### config.mk
export PLATFORM = sky130hd
export DESIGN_NAME = router_reg_p
export DESIGN_NICKNAME = d
export VERILOG_FILES = /design/src/rtl/router_reg_p.sv
export SDC_FILE = /design/constraint.sdc
export NUM_CORES = 1
export LEC_CHECK = 0
export ABC_AREA = 1
export CAP_MARGIN = 30
export CORE_ASPECT_RATIO = 0.75
export CORE_UTILIZATION = 50
export CTS_CLUSTER_DIAMETER = 50
export DETAILED_ROUTE_END_ITERATION = 8
export PLACE_DENSITY = 0.73
export SYNTH_ARGS = -nofsm -noshare
export SYNTH_HDL_FRONTEND = slang
export SYNTH_SLANG_ARGS = --single-unit
### constraint.sdc
create_clock -name clock -period 1.43 [get_ports clock]
set_input_delay 0.3575 -clock clock [delete_from_list [all_inputs] [get_ports clock]]
set_output_delay 0.3575 -clock clock [all_outputs]
set_load 0.05 [all_outputs]
### src/rtl/router_reg_p.sv
// router_reg_p -- register stage of the 1x3 router, placed between the router
// FSM and the output FIFOs. It latches the packet header, parks a payload word
// while the selected FIFO is full, accumulates the packet checksum and compares
// it with the trailing check word. It also checks the payload count against
// the header length field and keeps a saturating count of bad packets.
//
// Parameters:
//   DW          data/header/check word width (>= 4)
//   ADDR_W      header address field width; length field is data_in[DW-1:ADDR_W]
//   PARITY_MODE 0 = bitwise XOR checksum, 1 = sum modulo 2^DW
//   CNT_W       width of err_count
//
// Ports:
//   clock, reset          single clock; synchronous active-high reset
//   pkt_valid             source data valid; its falling edge marks the check word
//   data_in               header / payload / check word
//   fifo_full             selected output FIFO is full
//   detect_add, lfd_state, ld_state, laf_state, full_state
//                         one-hot FSM state decodes (at most one high)
//   rst_int_reg           FSM request to clear low_pkt_valid
//   dout                  word to the FIFO write port (registered)
//   err                   checksum mismatch on the last packet
//   len_err               payload count differs from the header length field
//   parity_done           check word compared, packet closed
//   low_pkt_valid         check word received
//   err_count             saturating count of packets with err or len_err
module router_reg_p #(
    parameter int DW          = 8,
    parameter int ADDR_W      = 2,
    parameter int PARITY_MODE = 0,
    parameter int CNT_W       = 8
) (
    input  logic             clock,
    input  logic             reset,
    input  logic             pkt_valid,
    input  logic [DW-1:0]    data_in,
    input  logic             fifo_full,
    input  logic             detect_add,
    input  logic             lfd_state,
    input  logic             ld_state,
    input  logic             laf_state,
    input  logic             full_state,
    input  logic             rst_int_reg,
    output logic [DW-1:0]    dout,
    output logic             err,
    output logic             len_err,
    output logic             parity_done,
    output logic             low_pkt_valid,
    output logic [CNT_W-1:0] err_count
);

    localparam int LEN_W = DW - ADDR_W;

    logic [DW-1:0]    r_hdr;
    logic [DW-1:0]    r_full_byte;
    logic [DW-1:0]    r_int_par;
    logic [DW-1:0]    r_pkt_par;
    logic [LEN_W:0]   r_pay_cnt;
    logic [DW-1:0]    r_dout;
    logic             r_err;
    logic             r_len_err;
    logic             r_parity_done;
    logic             r_parity_done_d;
    logic             r_low_pkt_valid;
    logic [CNT_W-1:0] r_err_count;

    logic [DW-1:0]    w_par_x;
    logic [DW-1:0]    w_par_next;
    logic             w_acc_pay;
    logic             w_acc;
    logic             w_cmp_fire;
    logic [LEN_W:0]   w_len_field;
    logic             w_err_next;
    logic             w_len_err_next;
    logic             w_set_done;

    always_comb begin
        w_par_x        = lfd_state ? r_hdr : data_in;
        w_par_next     = (PARITY_MODE == 1) ? (r_int_par + w_par_x) : (r_int_par ^ w_par_x);
        // Payload is counted/accumulated even while fifo_full parks it in
        // full_byte; only the FSM's full_state suppresses it, so a parked word
        // is never counted twice.
        w_acc_pay      = ld_state && pkt_valid && !full_state;
        w_acc          = lfd_state || w_acc_pay;
        // Compare fires once, in the cycle after parity_done rises.
        w_cmp_fire     = r_parity_done && !r_parity_done_d;
        w_len_field    = {1'b0, r_hdr[DW-1:ADDR_W]};
        w_err_next     = (r_int_par != r_pkt_par);
        w_len_err_next = (r_pay_cnt != w_len_field);
        w_set_done     = (ld_state && !fifo_full && !pkt_valid) ||
                         (laf_state && r_low_pkt_valid && !r_parity_done);
    end

    always_ff @(posedge clock) begin
        if (reset) begin
            r_hdr           <= '0;
            r_full_byte     <= '0;
            r_int_par       <= '0;
            r_pkt_par       <= '0;
            r_pay_cnt       <= '0;
            r_dout          <= '0;
            r_err           <= 1'b0;
            r_len_err       <= 1'b0;
            r_parity_done   <= 1'b0;
            r_parity_done_d <= 1'b0;
            r_low_pkt_valid <= 1'b0;
            r_err_count     <= '0;
        end else begin
            if (detect_add && pkt_valid) begin
                r_hdr <= data_in;
            end

            if (lfd_state) begin
                r_dout <= r_hdr;
            end else if (ld_state && !fifo_full) begin
                r_dout <= data_in;
            end else if (laf_state) begin
                r_dout <= r_full_byte;
            end

            if (ld_state && fifo_full) begin
                r_full_byte <= data_in;
            end

            if (detect_add) begin
                r_int_par <= '0;
            end else if (w_acc) begin
                r_int_par <= w_par_next;
            end

            if (detect_add) begin
                r_pay_cnt <= '0;
            end else if (w_acc_pay && (r_pay_cnt != {(LEN_W+1){1'b1}})) begin
                r_pay_cnt <= r_pay_cnt + (LEN_W+1)'(1);
            end

            // Setting the check-word flag wins over the FSM clear request.
            if (ld_state && !pkt_valid && !r_low_pkt_valid) begin
                r_pkt_par       <= data_in;
                r_low_pkt_valid <= 1'b1;
            end else if (rst_int_reg) begin
                r_low_pkt_valid <= 1'b0;
            end

            if (detect_add) begin
                r_parity_done <= 1'b0;
            end else if (w_set_done) begin
                r_parity_done <= 1'b1;
            end
            r_parity_done_d <= r_parity_done;

            // A new header in the compare cycle wins over the flag write,
            // but the closed packet is still counted below.
            if (detect_add) begin
                r_err     <= 1'b0;
                r_len_err <= 1'b0;
            end else if (w_cmp_fire) begin
                r_err     <= w_err_next;
                r_len_err <= w_len_err_next;
            end

            if (w_cmp_fire && (w_err_next || w_len_err_next) &&
                (r_err_count != {CNT_W{1'b1}})) begin
                r_err_count <= r_err_count + CNT_W'(1);
            end
        end
    end

    assign dout          = r_dout;
    assign err           = r_err;
    assign len_err       = r_len_err;
    assign parity_done   = r_parity_done;
    assign low_pkt_valid = r_low_pkt_valid;
    assign err_count     = r_err_count;

endmodule

======== Word level (Yosys, flattened, before mapping) ========
Index checks and enable logic that the tools add are counted.
word-level totals
  register bits ........................... 60
  word-level logic and storage cells ...... 51
operators by class
  add/sub/neg operators ................... 2
  equality and inequality tests ........... 4
  muxes and demuxes ....................... 6
  bitwise operators ....................... 1
  reduce and logical (&&, ||, !) cells .... 26
operators by type and width
  cell                 number
  $mux 8               4
  $logic_and 1x1->1    14
  $add 8x1->8 const B  1
  $ne 8x8->1           1
  $ne 8x8->1 const B   1
  $xor 8x8->8          1
  $add 7x1->7 const B  1
  $ne 7x6->1           1
  $ne 7x7->1 const B   1
  $logic_not 1->1      6
  $logic_or 1x1->1     3
  $reduce_bool 3->1    1
  $mux 1               2
  $reduce_bool 2->1    1
  $reduce_or 2->1      1

======== Depth between registers and ports, before layout ========
Gate-level depths: netlist (run 1).
  depth after elaboration ................. 4
  gate-level depth with buffers ........... 12
  gate-level depth less buffers ........... 11

======== Worst setup path after synthesis (run 1) ========
Ideal clock, no wire load.
  path type ............................... register to register
  start ................................... register r_err_count[0] (netlist: err_count[0])
  end ..................................... register r_err_count[2] (netlist: err_count[2])
  library setup time ...................... 0.110 ns
  arrival ................................. 1.643 ns
  required time ........................... 1.320 ns
  setup slack ............................. -0.323 ns
  stages on the path, launching flop included .. 10
  buffers on the path ..................... 0
  cell sequence ........................... dfxtp_1 -> ha_1 -> nand2_1 -> inv_1 -> nand4_1 -> and2_1 -> nand3_1 -> nand2_1 -> inv_1 -> nor2_2
on the way
  word-level cells in the longest chain between the ends .. 2
ends and longest elaborated chain
  item                                                 RTL line  source
  from (decl)                                          65        logic [CNT_W-1:0] r_err_count;
  from (signal assigned)                               164       r_err_count <= r_err_count + CNT_W'(1);
  branches (longest 2 deep; another with $add 8x1->8)  --
Several ways; the timed one is not identified.
A chain may end at the register's enable or synchronous reset.

======== Worst setup path after layout (run 1) ========
  start ................................... register r_pay_cnt[0]
  end ..................................... register r_pay_cnt[4]
on the way
  word-level cells in the longest chain between the ends .. 2
ends and longest elaborated chain
  item                                                 RTL line  source
  from (decl)                                          58        logic [LEN_W:0] r_pay_cnt;
  from (signal assigned)                               134       r_pay_cnt <= r_pay_cnt + (LEN_W+1)'(1);
  branches (longest 2 deep; another with $add 7x1->7)  --
Several ways; the timed one is not identified.

==> results.py, run 1 <==
metrics = {
    "status": {
        "status": "finished, violations left",
        "failed_checks": "setup timing",
    },
    "final_layout": {
        "final_cells": 605,
        "nNetsFinal": 545,
        "ratio_of_cells_with_drive_above_1_in_the_final_layout": 0.313,
        "area.growth.synth_to_final_pct": 50.6,
        "antennaDiodeCount": 0,
        "layout.filler_cells": 392,
    },
    "power_and_ir_drop": {
        "switchingPower_uw": 1190,
        "max-vdd-ir-drop_mv": 0.661,
        "power.static_leakage_uw": 0.00191,
        "power_density_relative_to_cell_area_nw_per_um2": 982,
        "power_share_of_the_combinational_group": 0.188,
        "netSwitchingFraction": 0.275,
        "power.share.sequential": 0.419,
        "p_int_uw": 3130,
        "p_clk_frac": 0.392,
    },
    "logic_synthesis": {
        "number_of_enable_flip_flop_cells_after_synthesis": 0,
        "synth-async-reset-ratio": 0,
        "synth.mux.area_fraction": 0,
        "yosysTopAreaCellShare": 0.411,
        "synth_compound_gate_area_share": 0.187,
        "synth_top_family_by_area": "simple AND/OR/NAND/NOR gates",
        "basic_gate_share_of_the_synthesized_area_counting_and_or_nand_and_nor_cells": 0.272,
        "synthTopCellsByArea": "dfxtp_1 41%, nand2_1 13%, a21oi_1 7.9%, inv_1 7.8%, o21ai_0 5.8%",
        "post_synth_xor_area_fraction": 0.00599,
        "yosys_most_used_dff": "dfxtp_1",
        "synthCells": 426,
        "synth_seq_area_share": 0.411,
        "synthesis.area_per_instance_um2": 6.86,
        "synth_top_cells_by_count": "102 x nand2_1, 61 x inv_1, 60 x dfxtp_1",
        "post-synth-top-count-cell": "nand2_1",
        "synth_adder_area_share": 0.00856,
        "combined_area_of_all_synthesized_cells_um2": 2920,
        "ys_seq_elements": 60,
        "synth_largest_area_cell": "dfxtp_1",
        "synth_fp_nets": 446,
        "warnings_from_yosys": 0,
        "synth.distinct_cells": 28,
    },
    "clocking": {
        "cts-buffers-inserted": 9,
        "worstSkewPairLatency_ns": 0.35,
        "cts_hold_buf": 0,
        "cts.clk_slew.worst_paths_ns": 0.07,
        "clk_path_buf_depth": 2,
        "clock_tree.htree_level_count": 3,
        "cts-root-buf": "clkbuf_8",
        "tritoncts_clock_tree": "built",
        "clock_tree_sinks": 60,
    },
    "critical_path": {
        "timing.critical_path.slowest_cell_delay_ns": 0.36,
        "cp_slowest_cell": "dfxtp_4",
        "setup.reg_to_reg.worst_slack_ns": -0.01,
        "worstPathCellList": "ha_4 > nand3_2 > nor2_2 > a21oi_4 > nand4_1 > o21bai_1 > a21oi_1",
        "cp_max_fo": 6,
        "cp.buffers_inverters": 0,
        "worst_ep_required_time_ns": 1.66,
        "endpoint_kind": "flip-flop",
        "start_kind": "flip-flop",
        "setup_cp_type": "reg -> reg",
        "worst_path_dominant_cell_family": "compound AO/OA/AOI/OAI gates",
        "worst_ep_arrival_time_ns": 1.67,
    },
    "sta": {
        "finalSetupViolations": 3,
        "timing.hold.ws_ns": 0.473,
        "layout_min_cycle_time_ns": 1.44,
        "hold_viol_final": 0,
        "finalCritPeriodShare": 1.01,
        "finalWorstSetupSlack_ns": -0.0120,
        "worst_slew_margin_rel": 0.803,
        "rsz0062_at_grt": "yes",
        "timing.setup.tns_ns": -0.0296,
        "final_max_slew_viol_count": 0,
        "tightestPinTransition_ns": 0.295,
        "achievable-frequency_ghz": 0.693,
        "finClkSkew_ns": 0.00757,
    },
    "detailed_routing": {
        "remaining_drc_errors": 0,
        "via_count": 3217,
        "drt-wirelength-per-cell_um": 14.6,
        "first_pass_iters": 5,
        "drt-vias-per-instance": 5.32,
        "drt_antenna_net_count": 0,
        "routed_wirelength_um": 8830,
        "drt_iter0_drc": 324,
    },
    "global_routing": {
        "leftover_overflow_at_the_end_of_global_routing": 0,
        "grt_max_degree": 33,
        "antenna_violations_before_repair": 0,
        "track_usage": 0.298,
        "first_global_vias": 3100,
        "first_pass_grt_wire_length_um": 14100,
    },
    "place": {
        "post-dp-hpwl_um": 5860,
        "place.port_buffers": 37,
        "globalplace.congestion": 0.926,
        "placedCellCount": 582,
    },
    "floorplan": {
        "floorplan_die_area_um2": 6160,
        "start_util": 0.532,
        "fp.coreArea_um2": 5500,
        "top_level_ports": 38,
        "core.rowCount": 23,
        "die_width_um": 90.3,
        "die_h_um": 68.2,
    },
    "hold_path": {
        "hold_crit_class": "reg -> reg",
    },
    "job": {
        "drv.max_cap_violation_count": 0,
    },
}
[per-stage QoR]
| stage | instance area (µm²) | worst slack [ns] | util | power, µW |
|---|---|---|---|---|
| final | 4400 | -0.0120 | 0.801 | 4320 |
| after global routing | 4400 | -0.0763 | 0.801 | 4480 |
| after CTS | 4310 | 0.00806 | 0.784 | 4270 |
| after detailed placement | 4000 | -0.407 | 0.727 | 2570 |
| after global placement | 4000 | -0.347 | 0.727 | 2550 |
| after floorplan | 2950 | 0.00111 | - | 2220 |
[logic make-up (layout without fill, tap and decap cells)]
kind of cell               count (synthesis)  after routing
and+or+nand+nor                          182            183
buffers and inverters                     79            182
adders and majority gates                  2              2
AOI/OAI and AO/OA                        101            101
xor gates and xnor gates                   2              2
DFF                                       60             60
[tightest hold or removal path, stage by stage (launching register included)]
cell	delay, ns
dfxtp_1	0.31
inv_1	0.06
a21oi_1	0.05
[what timing repair did]
item / in CTS / in global routing
endpoints found under the setup margin: 18 / 15
gates resized for setup: 24 / 29
pin swaps: 8 / 15
buffers inserted: 4 / 3
gates cloned: 1 / 0
[cells in the final DEF (no fill, tap or decap), types with 3 or more instances in the layout]
cell type / Yosys / layout
clkdlybuf4s50_1: 0 / 16
inv_2: 3 / 7
o22ai_1: 8 / 8
inv_1: 61 / 56
nor2_1: 37 / 30
nand3_2: 0 / 4
o21ai_0: 34 / 32
nor3_1: 8 / 7
dfxtp_2: 0 / 13
nand2_1: 102 / 92
nand4_1: 9 / 9
nand2_2: 2 / 12
nand3_1: 10 / 5
a31oi_1: 8 / 8
nor2_4: 0 / 3
buf_12: 0 / 23
buf_4: 1 / 59
nor2_2: 9 / 13
clkbuf_8: 0 / 10
a21oi_1: 46 / 45
dfxtp_1: 60 / 44
clkinv_2: 0 / 3
dfxtp_4: 0 / 3
[sequential cells by signal, indices dropped and copies added (netlist names)]
register	count
err	1
parity_done	1
err_count	8
r_pkt_par	8
r_int_par	8
len_err	1
dout	8
low_pkt_valid	1
r_full_byte	8
r_hdr	8
r_parity_done_d	1
r_pay_cnt	7
[power by group through the flow]
stage,logic (µW),registers [µW],clock network [µW]
after CTS,770,1810,1690
after detailed placement,727,1850,0
after global placement,704,1840,0
after floorplan,304,1920,0
after global routing,877,1820,1780
final,814,1810,1700
[final cells by class]
type	count	area, µm²	share of cell area
Tap cell	75	93.8	0.0213
Inverter	65	246	0.0560
Multi-Input combinational cell	288	1520	0.346
Sequential cell	60	1230	0.279
Timing Repair Buffer	101	1090	0.249
Clock inverter	5	75.1	0.0171
Clock buffer	11	141	0.0321
[per-layer routing]
metal	up-vias	GRT usage	wire length [µm]
met5	-	0	0
li1	1571	-	-
met3	33	0.0789	550
met4	0	0.121	267
met1	1484	0.362	3860
met2	129	0.514	4160
[path summary, 6_finish.rpt]
kind | startpoint | cells past startpoint | to
setup / recovery | r_pay_cnt[0]$_SDFFE_PP0P_ | 7 | r_pay_cnt[4]$_SDFFE_PP0P_
hold / removal | r_pkt_par[2]$_SDFFE_PP0P_ | 2 | r_pkt_par[2]$_SDFFE_PP0P_
setup reg to reg | r_pay_cnt[0]$_SDFFE_PP0P_ | 7 | r_pay_cnt[4]$_SDFFE_PP0P_
hold reg to reg | r_pkt_par[2]$_SDFFE_PP0P_ | 2 | r_pkt_par[2]$_SDFFE_PP0P_
Power figures use the tool's default switching activity.
==> run 2: changes to the inputs <==
--- a/config.mk
+++ b/config.mk
@@ -9,7 +9,7 @@
 export CAP_MARGIN = 30
 export CORE_ASPECT_RATIO = 0.75
 export CORE_UTILIZATION = 50
-export CTS_CLUSTER_DIAMETER = 50
+export CTS_CLUSTER_DIAMETER = 40
 export DETAILED_ROUTE_END_ITERATION = 8
 export PLACE_DENSITY = 0.73
 export SYNTH_ARGS = -nofsm -noshare
==> results of run 2 <==
Final layout, timing and power as in run 1 (identical DEF).
==> run 3: changes to the inputs <==
--- a/config.mk
+++ b/config.mk
@@ -8,10 +8,11 @@
 export ABC_AREA = 1
 export CAP_MARGIN = 30
 export CORE_ASPECT_RATIO = 0.75
-export CORE_UTILIZATION = 50
+export CORE_UTILIZATION = 55
 export CTS_CLUSTER_DIAMETER = 40
 export DETAILED_ROUTE_END_ITERATION = 8
-export PLACE_DENSITY = 0.73
+export PLACE_DENSITY = 0.8
+export SETUP_SLACK_MARGIN = 0.2
 export SYNTH_ARGS = -nofsm -noshare
 export SYNTH_HDL_FRONTEND = slang
 export SYNTH_SLANG_ARGS = --single-unit
==> results.py, run 3 (synthesis gave the netlist of run 1 again) <==
metrics = {
    "floorplan": {
        "start_util": 0.583,
        "fp.coreArea_um2": 5010,
        "die_width_um": 86.2,
        "top_level_ports": 38,
        "floorplan_die_area_um2": 5610,
        "die_h_um": 65.1,
        "core.rowCount": 22,
    },
    "final_layout": {
        "register_area_um2": 1280,
        "antennaDiodeCount": 0,
        "mostFrequentLayoutCell": "nand2_1",
        "area.growth.synth_to_final_pct": 63.7,
        "layout.cell_area.non_filler_um2": 4780,
        "multi_input_comb_area_um2": 1730,
        "most_frequent_cells_in_the_layout": "76 x nand2_1, 56 x buf_4, 42 x inv_1",
        "nNetsFinal": 555,
        "ratio_of_cells_with_drive_above_1_in_the_final_layout": 0.470,
        "layout.filler_cells": 122,
    },
    "place": {
        "placed_cell_area_um2": 3970,
        "post-dp-hpwl_um": 5960,
        "place_worst_setup_slack_ns": -0.478,
        "place.port_buffers": 37,
        "globalplace.congestion": 0.851,
    },
    "sta": {
        "achievable-frequency_ghz": 0.503,
        "layout_min_cycle_time_ns": 1.99,
        "timing.setup.tns_ns": -2.74,
        "rsz0062_at_grt": "yes",
        "finalSetupViolations": 15,
        "final_max_slew_viol_count": 0,
        "finalCritPeriodShare": 1.39,
        "worst_slew_margin_rel": 0.682,
        "finClkSkew_ns": 0.0172,
        "finalWorstSetupSlack_ns": -0.557,
        "hold_viol_final": 0,
        "tightestPinTransition_ns": 0.472,
    },
    "clocking": {
        "cts_hold_buf": 0,
        "clk_path_buf_depth": 2,
        "cts-buffers-inserted": 9,
        "cts.clk_slew.worst_paths_ns": 0.08,
        "clock_tree_sinks": 60,
        "worstSkewPairLatency_ns": 0.37,
        "clock_tree.htree_level_count": 3,
        "tritoncts_clock_tree": "built",
        "cts-root-buf": "clkbuf_8",
    },
    "global_routing": {
        "global_route.usage.met1": 0.510,
        "track_usage": 0.429,
        "global_route.usage.met2": 0.688,
        "grt_max_degree": 17,
        "first_global_vias": 3534,
        "first_pass_grt_wire_length_um": 18000,
        "grt_busiest_layer": "met2",
        "leftover_overflow_at_the_end_of_global_routing": 0,
        "grt.met3_usage": 0.144,
        "antenna_violations_before_repair": 1,
    },
    "detailed_routing": {
        "remaining_drc_errors": 168,
        "routed_wirelength_um": 16600,
        "drt-wirelength-per-cell_um": 27.3,
        "drt_iter0_drc": 1000,
        "first_pass_iters": 9,
        "drt_antenna_net_count": 0,
        "via_count": 4247,
        "drt-vias-per-instance": 6.96,
    },
    "critical_path": {
        "worst_ep_arrival_time_ns": 2.20,
        "start_kind": "flip-flop",
        "worstReg2RegStart": "r_int_par[7]$_SDFFE_PP0P_",
        "crit-reg2reg-capture": "err_count[7]$_SDFFE_PP0P_",
        "r2r_cells": 10,
        "critical_path.endpoint": "err_count[7]$_SDFFE_PP0P_",
        "endpoint_kind": "flip-flop",
        "setup.reg_to_reg.worst_slack_ns": -0.56,
        "worst_ep_required_time_ns": 1.65,
        "cp_max_fo": 6,
        "setup_cp_type": "reg -> reg",
        "cp-startpoint": "r_int_par[7]$_SDFFE_PP0P_",
    },
    "hold_path": {
        "worstHoldPathCells": 3,
        "hold_crit_class": "in -> reg",
    },
    "status": {
        "failed_checks": "DRC, setup timing",
        "status": "finished, violations left",
    },
    "power_and_ir_drop": {
        "power.static_leakage_uw": 0.00209,
        "max-vdd-ir-drop_mv": 0.939,
        "power_density_relative_to_cell_area_nw_per_um2": 893,
    },
    "job": {
        "drv.max_cap_violation_count": 0,
    },
}
[run 3: changes by cell type in the layout (fill, tap and decap cells not counted), moves of 7 or more]
cell / previous run / this run
dfxtp_1: 44 / 21
dfxtp_4: 3 / 12
inv_1: 56 / 42
inv_2: 7 / 19
nor2_4: 3 / 10
nand2_1: 92 / 76
clkdlybuf4s50_1: 16 / 8
dfxtp_2: 13 / 27
o21ai_0: 32 / 22
nand2_2: 12 / 24
nor2_1: 30 / 20
[run 3: power breakdown]
part / total [µW] / internal [µW] / switching, µW
registers: 1840 / 1740 / 95.9
logic: 1040 / 417 / 622
clock network: 1390 / 649 / 744
total: 4270 / 2810 / 1460
[run 3: worst max-delay path, stage by stage, from the launching register on]
cell	delay, ns
dfxtp_1	0.38
inv_1	0.08
nand2_1	0.07
nand2_1	0.09
nor2_1	0.17
nand2_2	0.11
nor2_4	0.22
nand2_4	0.13
nand3_4	0.12
nor2_1	0.07
nor2_1	0.39
[run 3: worst min path at each step]
stage                                          from                          end  slack, ns
after floorplan                               reset   low_pkt_valid$_SDFFE_PP0P_       0.42
after global placement    r_pkt_par[4]$_SDFFE_PP0P_    r_pkt_par[4]$_SDFFE_PP0P_       0.45
after global routing                     data_in[5]  r_full_byte[5]$_SDFFE_PP0P_       0.41
after detailed placement  r_pkt_par[0]$_SDFFE_PP0P_    r_pkt_par[0]$_SDFFE_PP0P_       0.46
after CTS                 r_pkt_par[0]$_SDFFE_PP0P_    r_pkt_par[0]$_SDFFE_PP0P_       0.47
final                                    data_in[5]  r_full_byte[5]$_SDFFE_PP0P_       0.40
[run 3: cell type report]
type,count,area share
inverter,65,0.0549
timing repair buffer,109,0.264
tap,72,0.0188
clock buffer,11,0.0296
multi-input combinational,289,0.361
timing repair inverter,1,0.00105
sequential,60,0.268
clock inverter,3,0.00314
[run 3: what timing repair did]
item,in CTS,in global routing
gates resized for setup,67,100
cloned,3,2
endpoints found under the setup margin,56,59
pin swaps,23,39
buffers inserted,9,16
[run 3: stage by stage]
stage / cells / hold slack [ns] / total power, µW / utilization
floorplan: 426 / 0.419 / 2220 / -
global placement: 566 / 0.450 / 2530 / 0.792
detailed placement: 566 / 0.457 / 2560 / 0.792
CTS: 592 / 0.467 / 3910 / 0.881
global route: 610 / 0.407 / 4320 / 0.955
finish: 610 / 0.405 / 4270 / 0.955
[run 3: routing by layer]
metal	part of all wire	vias to the layer above
met5	0	-
met4	0.11	0
met3	0.17	251
met2	0.40	551
met1	0.32	1849
li1	-	1596
